File: config.mk
export PLATFORM = sky130hd
export DESIGN_NAME = cmp_sync_pulse_gen
export DESIGN_NICKNAME = d
export VERILOG_FILES = /design/src/rtl/cmp_sync_pkg.sv /design/src/rtl/cmp_sync_div_ctr.sv /design/src/rtl/cmp_sync_pulse_gen.sv
export SDC_FILE = /design/constraint.sdc
export NUM_CORES = 1
export LEC_CHECK = 0
export CORE_ASPECT_RATIO = 0.9
export CORE_MARGIN = 8
export CORE_UTILIZATION = 54
export DETAILED_ROUTE_END_ITERATION = 12
export DONT_BUFFER_PORTS = 1
export MAX_ROUTING_LAYER = met4
export PLACE_DENSITY = 0.72
export REMOVE_ABC_BUFFERS = 1
export SKIP_CTS_REPAIR_TIMING = 1
export SYNTH_ARGS = -nofsm -noshare
export SYNTH_HDL_FRONTEND = slang
export SYNTH_HIERARCHICAL = 1
export SYNTH_SLANG_ARGS = --single-unit
File: constraint.sdc
create_clock -name cmp_gclk -period 1.86 [get_ports cmp_gclk]
set_input_delay 0.279 -clock cmp_gclk [delete_from_list [all_inputs] [get_ports cmp_gclk]]
set_output_delay 0.279 -clock cmp_gclk [all_outputs]
set_load 0.02 [all_outputs]
File: src/rtl/cmp_sync_pkg.sv
// Shared constants for the CMP sync pulse generator.
// Holds ratio width, minimum legal ratio and reset ratios.
package cmp_sync_pkg;

   localparam int RATIO_W        = 5;
   localparam int RATIO_MIN      = 2;
   localparam int JBUS_RATIO_DEF = 4;
   localparam int DRAM_RATIO_DEF = 4;

endpackage

File: src/rtl/cmp_sync_div_ctr.sv
// One slow-domain divider: counter, active/shadow ratio,
// pending flag, request clamp and registered rx/tx decode.
module cmp_sync_div_ctr #(
   parameter int RATIO_W   = cmp_sync_pkg::RATIO_W,
   parameter int RATIO_RST = cmp_sync_pkg::JBUS_RATIO_DEF
) (
   input  logic               clk,
   input  logic               rst,
   input  logic               gen_en,
   input  logic               cap,
   input  logic [RATIO_W-1:0] req_ratio,
   output logic               rx,
   output logic               tx,
   output logic               pend
);

   import cmp_sync_pkg::*;

   localparam logic [RATIO_W-1:0] R_MIN = RATIO_W'(RATIO_MIN);
   localparam logic [RATIO_W-1:0] R_RST = RATIO_W'(RATIO_RST);
   localparam logic [RATIO_W-1:0] ONE   = RATIO_W'(1);

   logic [RATIO_W-1:0] cnt;
   logic [RATIO_W-1:0] ratio;
   logic [RATIO_W-1:0] shadow;
   logic [RATIO_W-1:0] req_clamped;
   logic [RATIO_W-1:0] last;
   logic               wrap;

   assign req_clamped = (req_ratio < R_MIN) ? R_MIN : req_ratio;
   assign last        = ratio - ONE;
   assign wrap        = (cnt == last);

   // count, decode pulses, and swap in the shadow ratio at a boundary
   always_ff @(posedge clk or posedge rst) begin
      if (rst) begin
         cnt    <= '0;
         ratio  <= R_RST;
         shadow <= R_RST;
         pend   <= 1'b0;
         rx     <= 1'b0;
         tx     <= 1'b0;
      end else begin
         if (gen_en) begin
            rx  <= (cnt == '0);
            tx  <= wrap;
            cnt <= wrap ? '0 : cnt + ONE;
            if (pend && wrap) begin
               ratio <= shadow;
               pend  <= 1'b0;
            end
         end else begin
            cnt <= '0;
            rx  <= 1'b0;
            tx  <= 1'b0;
            if (pend) begin
               ratio <= shadow;
               pend  <= 1'b0;
            end
         end
         if (cap) begin
            shadow <= req_clamped;
            pend   <= 1'b1;
         end
      end
   end

endmodule

File: src/rtl/cmp_sync_pulse_gen.sv
// CMP-domain generator of the JBUS/DRAM global sync pulses.
// Optional DRAM domain is built when CMP_SYNC_DRAM_EN is defined.
module cmp_sync_pulse_gen #(
   parameter int RATIO_W        = cmp_sync_pkg::RATIO_W,
   parameter int JBUS_RATIO_RST = cmp_sync_pkg::JBUS_RATIO_DEF,
   parameter int DRAM_RATIO_RST = cmp_sync_pkg::DRAM_RATIO_DEF
) (
   input  logic               cmp_gclk,
   input  logic               cmp_arst,
   input  logic               gen_en,
   input  logic               cfg_vld,
   input  logic [RATIO_W-1:0] cfg_jbus_ratio,
   input  logic [RATIO_W-1:0] cfg_dram_ratio,
   output logic               cfg_ack,
   output logic               jbus_rx_sync_global,
   output logic               jbus_tx_sync_global,
   output logic               dram_rx_sync_global,
   output logic               dram_tx_sync_global
);

   import cmp_sync_pkg::*;

   logic jbus_pend;
   logic dram_pend;
   logic any_pend;
   logic any_pend_q;
   logic cap;

   assign any_pend = jbus_pend | dram_pend;

   // a held request is taken once; the ack window blocks re-capture
   assign cap = cfg_vld & ~any_pend & ~any_pend_q & ~cfg_ack;

   cmp_sync_div_ctr #(
      .RATIO_W   (RATIO_W),
      .RATIO_RST (JBUS_RATIO_RST)
   ) u_jbus (
      .clk       (cmp_gclk),
      .rst       (cmp_arst),
      .gen_en    (gen_en),
      .cap       (cap),
      .req_ratio (cfg_jbus_ratio),
      .rx        (jbus_rx_sync_global),
      .tx        (jbus_tx_sync_global),
      .pend      (jbus_pend)
   );

`ifdef CMP_SYNC_DRAM_EN
   cmp_sync_div_ctr #(
      .RATIO_W   (RATIO_W),
      .RATIO_RST (DRAM_RATIO_RST)
   ) u_dram (
      .clk       (cmp_gclk),
      .rst       (cmp_arst),
      .gen_en    (gen_en),
      .cap       (cap),
      .req_ratio (cfg_dram_ratio),
      .rx        (dram_rx_sync_global),
      .tx        (dram_tx_sync_global),
      .pend      (dram_pend)
   );
`else
   logic unused_dram;
   assign unused_dram         = ^cfg_dram_ratio;
   assign dram_pend           = 1'b0;
   assign dram_rx_sync_global = 1'b0;
   assign dram_tx_sync_global = 1'b0;
`endif

   // ack one cycle after the edge where the last pending domain cleared
   always_ff @(posedge cmp_gclk or posedge cmp_arst) begin
      if (cmp_arst) begin
         any_pend_q <= 1'b0;
         cfg_ack    <= 1'b0;
      end else begin
         any_pend_q <= any_pend;
         cfg_ack    <= any_pend_q & ~any_pend;
      end
   end

endmodule

## After elaboration in Yosys (flattened, before gate mapping)

Cells that the tools add are included.

| word-level totals | value |
|---|---|
| logic and storage cells | 36 |
| bits in registers | 20 |

| cells by class | value |
|---|---|
| multiplexer cells | 11 |
| $lt $le $gt $ge | 1 |
| add/subtract/negate cells | 2 |
| reduce and logical (&&, ||, !) cells | 4 |
| eq/ne operators | 3 |
| bitwise operators | 7 |

Operator list:

| kind | count |
|---|---|
| 5-bit two-way mux | 6 |
| 5-bit by 1-bit adder with 5-bit output (second input constant) | 1 |
| 5-bit == test | 1 |
| 5-bit logical NOT | 1 |
| 5-bit by 2-bit < comparator with 1-bit output (second input constant) | 1 |
| 1-bit two-way mux | 5 |
| 5-bit by 1-bit subtractor with 5-bit output (second input constant) | 1 |
| 1-bit bitwise AND | 4 |
| 3-bit by 1-bit inequality test with 1-bit output (second input constant) | 1 |
| 1-bit inverter | 3 |
| 2-bit by 1-bit inequality test with 1-bit output (second input constant) | 1 |
| 2-bit AND reduction | 1 |
| 2-bit nonzero test | 1 |
| 1-bit logical AND | 1 |

## Depth between registers and ports, before layout

Gate-level depths: netlist of run 1.

| logic depth | value |
|---|---|
| depth after elaboration | 6 |
| gate-level depth with buffers | 7 |
| gate-level depth less buffers | 7 |

## Cells and area by module

The synthesis of run 1 kept the hierarchy.

Modules (own cells, without submodules):

| module | instances | area an instance (µm²) | cells each |
|---|---|---|---|
| cmp_sync_div_ctr | 1 | 890.9 | 74 |
| cmp_sync_pulse_gen | 1 | 93.8 | 8 |

## Worst setup path before layout of run 1

No wires, ideal clock.

| timing path | value |
|---|---|
| path type | register to register |
| from | reg u_jbus.ratio[0] |
| to | reg u_jbus.ratio[1] |
| stages on the path, launching flop included | 8 |
| slack | -58 ps |
| setup time | 125 ps |
| arrival time | 1794 ps |
| clock period less this slack | 1918 ps |
| cells stage by stage | dfrtp_1 inv_1 ha_1 xnor2_1 a211oi_2 o311ai_4 a21boi_4 mux2_2 |

| between the ends | value |
|---|---|
| word-level cells in the longest chain between the ends | 5 |

Ends and longest elaborated chain:

| item | RTL line | RTL |
|---|---|---|
| from (decl) | cmp_sync_div_ctr.sv:24 | `logic [RATIO_W-1:0] ratio;` |
| from (signal assigned) | cmp_sync_div_ctr.sv:49 | `ratio <= shadow;` |
| from (signal assigned) | cmp_sync_div_ctr.sv:57 | `ratio <= shadow;` |
| 5-bit by 1-bit subtractor with 5-bit output | cmp_sync_div_ctr.sv:31 | `assign last = ratio - ONE;` |
| 5-bit == test | cmp_sync_div_ctr.sv:32 | `assign wrap = (cnt == last);` |
| 1-bit logical AND | cmp_sync_div_ctr.sv:48 | `if (pend && wrap) begin` |
| 2-bit by 1-bit inequality test with 1-bit output (no source line) | n/a |  |
| 2-bit AND reduction (no source line) | n/a |  |

Every way passes these cells.
A chain may end at the register's enable or synchronous reset.

## Worst setup path after layout of run 1

Same ends and word-level chain as after synthesis.

==> impl_metrics.py, run 1 <==
metrics = {
    "setup_path": {
        "crit_arrival_ns": 2.09,
        "cp-end-kind": "flop",
        "worstSetupStartpointType": "flop",
        "crit_fanout": 5,
        "crit_type": "flop to flop",
        "reg2reg_depth": 7,
        "worstPathRequired_ns": 2.04,
    },
    "yosys": {
        "synth_top_cell_by_area": "dfrtp_1",
        "synth_area_um2": 985,
        "synth_area_leaders": "dfrtp_1, mux2_2, dfstp_2",
        "synthCells": 82,
        "synth-edff-count": 0,
        "synth.distinct_cells": 30,
        "yosys_warnings": 6,
        "synthFlopType": "dfrtp_1",
        "synthArstFlopShare_pct": 100,
        "avgSynthCellArea_um2": 12.0,
        "synth_top_area_share_pct": 45.7,
        "yosysSeqAreaShare_pct": 51.1,
        "ys_seq_elements": 20,
    },
    "pwr": {
        "p_total_mw": 1.88,
        "p_leak_nw": 0.524,
        "peakVddDrop_mv": 0.962,
        "power_density_nw_per_um2": 1650,
    },
    "place": {
        "gp_congestion": 0.743,
        "port_buffers": 0,
        "pre_cts_slack_ns": -0.129,
        "dpl.hpwl_um": 1300,
    },
    "global_routing": {
        "grt_max_degree": 19,
        "grt_pass1_vias": 658,
        "grt_use_total_pct": 11.9,
        "antenna_found_initial": 0,
        "grt_overflow": 0,
        "grt_pass1_wl_um": 3040,
    },
    "sta": {
        "skew_ns": 0.00529,
        "min_period_over_period_pct": 103,
        "rsz0062_at_grt": "yes",
        "relSlewSlack_pct": 56.8,
        "slew_viol_final": 0,
        "worstMarginPinSlew_ns": 0.647,
        "setup_viol": 5,
        "max_freq_ghz": 0.524,
        "setup_slack_ns": -0.0477,
        "layout_min_cycle_time_ns": 1.91,
        "whs_ns": -0.0557,
        "hold_violations": 16,
    },
    "job": {
        "cap_viol_max_count": 0,
    },
    "floorplan": {
        "die_y_um": 56.5,
        "start_util_pct": 58.0,
        "die_area_um2": 3450,
        "die_x_um": 61.0,
        "core_um2": 1700,
        "rows": 14,
        "io_pins": 19,
    },
    "clocking": {
        "numCtsBuffers": 3,
        "cts_num_sinks": 20,
        "worstSkewPairLatency_ns": 0.29,
        "root_buffer": "clkbuf_4",
        "htreeDepth": 1,
        "clkTransAtPathRegs_ns": 0.11,
        "tritoncts": "built",
        "clk_path_buf_depth": 2,
    },
    "layout": {
        "nets": 111,
        "fill_cells": 139,
        "final_cell_mix": "dfrtp_1, buf_4, nor2_1",
        "antenna_cells": 0,
        "mostFrequentLayoutCell": "dfrtp_1",
        "syn_to_final_growth_pct": 15.5,
        "final_layout_size_suffix_gt1_share_pct": 35.5,
    },
    "outcome": {
        "outcome": "complete, but fails checks",
        "violations": "hold timing, setup timing",
    },
    "routing": {
        "wl_per_cell_um": 15.5,
        "wl_met1_um": 799,
        "met3_length_um": 109,
        "via_count": 613,
        "highest_layer": "met4",
        "vias_per_cell": 5.24,
        "dr_wl_met2_um": 899,
        "drt-total-wl_um": 1820,
        "drc": 0,
        "drtPass1Iterations": 4,
        "drtIter0Drc": 6,
        "ant_nets": 0,
    },
    "worst_hold_path": {
        "holdCritPathClass": "input port to asynchronous set/reset pin",
    },
}
## per-layer routing
metal  vias up  track usage [%]
met2        14             17.9
met1       304             14.7
met5         -                -
li1        293                -
met4         0             3.99
met3         2             3.41
## cell families (layout without fill, tap and decap cells)
group           Yosys count  count (layout)  synth area share (%)
other cells               1               2                 0.381
flops                    20              20                  51.1
compound gates            7               7                  8.64
buf+inv                  12              22                  5.72
xor+xnor                  9               9                  8.00
simple gates             22              22                  13.3
mux                       8               8                  9.02
fa+ha+maj                 3               3                  3.81
## critical path: stages, from the launching register on
cell	delay, ns
dfrtp_1	0.42
inv_2	0.09
ha_4	0.20
xnor2_2	0.13
a211oi_2	0.22
o311ai_4	0.15
a21boi_4	0.27
mux2_4	0.32
## Yosys cell counts, types with 2 or more instances
cell type  instances
nand2_1            2
inv_1              8
mux2_2             7
nand3_1            2
buf_4              3
ha_1               3
dfstp_2            2
xnor2_1            4
nor4_1             2
dfrtp_1           18
nor2_1             8
xor2_1             5
## through the flow
stage | cells | hold slack, ns | util, % | setup TNS (ns) | cell area (µm²)
6_report | 117 | -0.0557 | 66.9 | -0.199 | 1140
5_1_grt | 117 | 0.0102 | 66.9 | -0.497 | 1140
4_1_cts | 116 | -0.308 | 64.5 | -0.693 | 1100
3_5_place_dp | 112 | 0.0253 | 62.4 | -0.523 | 1060
3_3_place_gp | 112 | 0.0236 | 62.4 | -0.475 | 1060
2_1_floorplan | 79 | 0.0202 | - | -0.193 | 962
## state kept, by name, summed over array words and instances (netlist names)
register,flops
u_jbus/cnt,5
u_jbus/pend,1
u_jbus/tx,1
cfg_ack,1
u_jbus/shadow,5
u_jbus/ratio,5
u_jbus/rx,1
any_pend_q,1
## area by class of cell
cell class / count / area (µm²) / share of cell area (%)
clock buffer: 4 / 36.3 / 3.19
tap: 24 / 30.0 / 2.64
sequential: 20 / 503 / 44.2
multi-input combinational: 51 / 460 / 40.5
timing repair buffer: 10 / 77.6 / 6.82
inverter: 8 / 30.0 / 2.64
## final timing paths
check,slack [ns],endpoint,from
setup / recovery,-0.05,u_jbus/ratio[1],u_jbus/ratio[0]
hold / removal,-0.06,u_jbus/pend,cmp_arst
setup reg to reg,-0.05,u_jbus/ratio[1],u_jbus/ratio[0]
hold reg to reg,0.50,any_pend_q,u_jbus/pend
max in group asynchronous,1.47,any_pend_q,cmp_arst
min in group cmp_gclk,0.10,u_jbus/tx,gen_en
## power breakdown
part           total (mW)  leakage (nW)  internal, mW  switching [mW]
Combinational       0.831         0.255         0.477           0.354
Sequential          0.806         0.247         0.626           0.179
Clock               0.243        0.0210         0.119           0.123
Note: power is estimated with default switching activity, not from simulation.
==> run 2: changes to the inputs <==
==> constraint.sdc (replaced) <==
create_clock -name cmp_gclk -period 1.86 [get_ports cmp_gclk]
set_input_delay 0 -clock cmp_gclk [delete_from_list [all_inputs] [get_ports cmp_gclk]]
set_output_delay 0 -clock cmp_gclk [all_outputs]
set_load 0.02 [all_outputs]
==> run 2 against run 1 <==
Effect of this change: the flow still finishes with violations (hold timing, setup timing); largest cell class unchanged; first-iteration DRC count rose by 17%; count of clock-buffer cells in the layout did not move; core utilization rose by 5.7 points; sequential share of layout area fell by 3.5 points; wire length rose by 2.7%; fmax rose by 0.36%; clock power barely moved; cell area rose by 8.5%; worst setup slack improved by 0.0068 ns; highest routed layer unchanged.
==> impl_metrics.py, run 2 (synthesized netlist as in run 1, its figures left out) <==
metrics = {
    "outcome": {
        "outcome": "complete, but fails checks",
        "violations": "hold timing, setup timing",
    },
    "worst_hold_path": {
        "worstHoldStart": "gen_en",
        "hold_depth": 1,
        "holdCritPathClass": "input port to flop",
        "whs_endpoint": "u_jbus/pend",
    },
    "sta": {
        "setup_viol": 4,
        "slew_viol_final": 0,
        "tns_ns": -0.131,
        "relSlewSlack_pct": 54.6,
        "max_freq_ghz": 0.526,
        "whs_ns": -0.151,
        "rsz0062_at_grt": "yes",
        "setup_slack_ns": -0.0408,
        "layout_min_cycle_time_ns": 1.90,
        "hold_violations": 9,
        "skew_ns": 0.00227,
        "worstMarginPinSlew_ns": 0.680,
        "min_period_over_period_pct": 102,
    },
    "layout": {
        "biggestRegsByFlops": "u_jbus/cnt x5, u_jbus/ratio x5, u_jbus/shadow x5",
        "final_cell_mix": "dfrtp_1, buf_4, dlygate4sd3_1, nor2_1, inv_1",
        "final_layout_size_suffix_gt1_share_pct": 35.9,
        "nets": 121,
        "antenna_cells": 0,
        "syn_to_final_growth_pct": 25.3,
        "mostFrequentLayoutCell": "dfrtp_1",
        "fill_cells": 129,
    },
    "global_routing": {
        "grt_pass1_vias": 610,
        "grt_use_total_pct": 11.2,
        "grt_overflow": 0,
        "grt_pass1_wl_um": 2830,
        "grt_max_degree": 19,
        "antenna_found_initial": 0,
    },
    "floorplan": {
        "die_y_um": 56.5,
        "rows": 14,
        "die_area_um2": 3450,
        "die_x_um": 61.0,
        "io_pins": 19,
        "core_um2": 1700,
        "start_util_pct": 58.0,
    },
    "pwr": {
        "p_total_mw": 1.96,
        "peakVddDrop_mv": 1.05,
        "power_density_nw_per_um2": 1580,
        "p_leak_nw": 0.567,
    },
    "routing": {
        "drt-total-wl_um": 1870,
        "drtPass1Iterations": 4,
        "wl_per_cell_um": 14.7,
        "drtIter0Drc": 7,
        "vias_per_cell": 4.94,
        "drc": 0,
        "ant_nets": 0,
        "via_count": 628,
    },
    "place": {
        "port_buffers": 0,
        "gp_congestion": 0.767,
        "dpl.hpwl_um": 1340,
    },
    "setup_path": {
        "cp-end-kind": "flop",
        "critPathSlowestCell": "dfrtp_1",
        "crit_type": "flop to flop",
        "reg2reg_depth": 7,
        "r2r-end": "u_jbus/ratio[4]",
        "crit_arrival_ns": 2.09,
        "crit_path_max_incr_delay_ns": 0.40,
        "cp_num_buf_inv": 1,
        "worstSetupStartpointType": "flop",
        "cp_top_family": "compound AO/OA/AOI/OAI gates",
        "crit_chain": "inv_2 -> ha_4 -> xnor2_2 -> a211oi_2 -> o311ai_4 -> a21boi_4 -> mux2_4",
        "reg2reg_slack_ns": -0.04,
        "timing.rr.start": "u_jbus/ratio[1]",
        "worstPathRequired_ns": 2.05,
        "crit_fanout": 5,
    },
    "clocking": {
        "clkTransAtPathRegs_ns": 0.10,
        "cts_num_sinks": 20,
        "worstSkewPairLatency_ns": 0.30,
        "htreeDepth": 1,
        "tritoncts": "built",
        "numCtsBuffers": 3,
        "clk_path_buf_depth": 2,
        "root_buffer": "clkbuf_4",
    },
    "job": {
        "cap_viol_max_count": 0,
    },
}
-- run 2: cell types whose count changed in the layout (fill, tap and decap cells not counted) --
cell	before	now
buf_4	9	12
a21boi_1	1	0
a21boi_2	0	1
dlygate4sd3_1	1	8
-- run 2: how the worst max path moves through the flow --
stage                         start         endpoint  depth (start not counted)
finish              u_jbus/ratio[1]  u_jbus/ratio[4]                          7
global route        u_jbus/ratio[0]  u_jbus/ratio[4]                          7
floorplan           u_jbus/ratio[0]  u_jbus/ratio[1]                          7
CTS                 u_jbus/ratio[0]  u_jbus/ratio[4]                          7
global placement    u_jbus/ratio[0]  u_jbus/ratio[1]                          7
detailed placement  u_jbus/ratio[0]  u_jbus/ratio[4]                          7
-- run 2: per-layer routing --
| layer | GRT usage [%] | wire [µm] |
|---|---|---|
| met5 | - | 0 |
| met1 | 13.9 | 858 |
| met3 | 4.55 | 109 |
| met2 | 15.7 | 885 |
| met4 | 3.99 | 13 |
-- run 2: cell type report --
type	count	area [µm²]	area share, %
timing repair buffer	20	170	13.8
inverter	8	30.0	2.43
sequential	20	503	40.8
clock buffer	4	36.3	2.94
tap	24	30.0	2.43
multi-input combinational	51	464	37.6
-- run 2: power breakdown --
group	leakage (nW)	switching, mW	internal, mW
combinational	0.299	0.374	0.530
clock	0.0210	0.126	0.119
sequential	0.247	0.179	0.627
total	0.567	0.679	1.28
-- run 2: metrics by stage --
step | utilization (%) | cells | worst slack (ns) | area, µm²
floorplan | - | 79 | -0.0584 | 962
global placement | 63.3 | 114 | -0.0386 | 1070
detailed placement | 63.3 | 114 | -0.0839 | 1070
CTS | 65.4 | 118 | -0.0984 | 1110
global route | 72.6 | 127 | -0.0942 | 1230
finish | 72.6 | 127 | -0.0408 | 1230
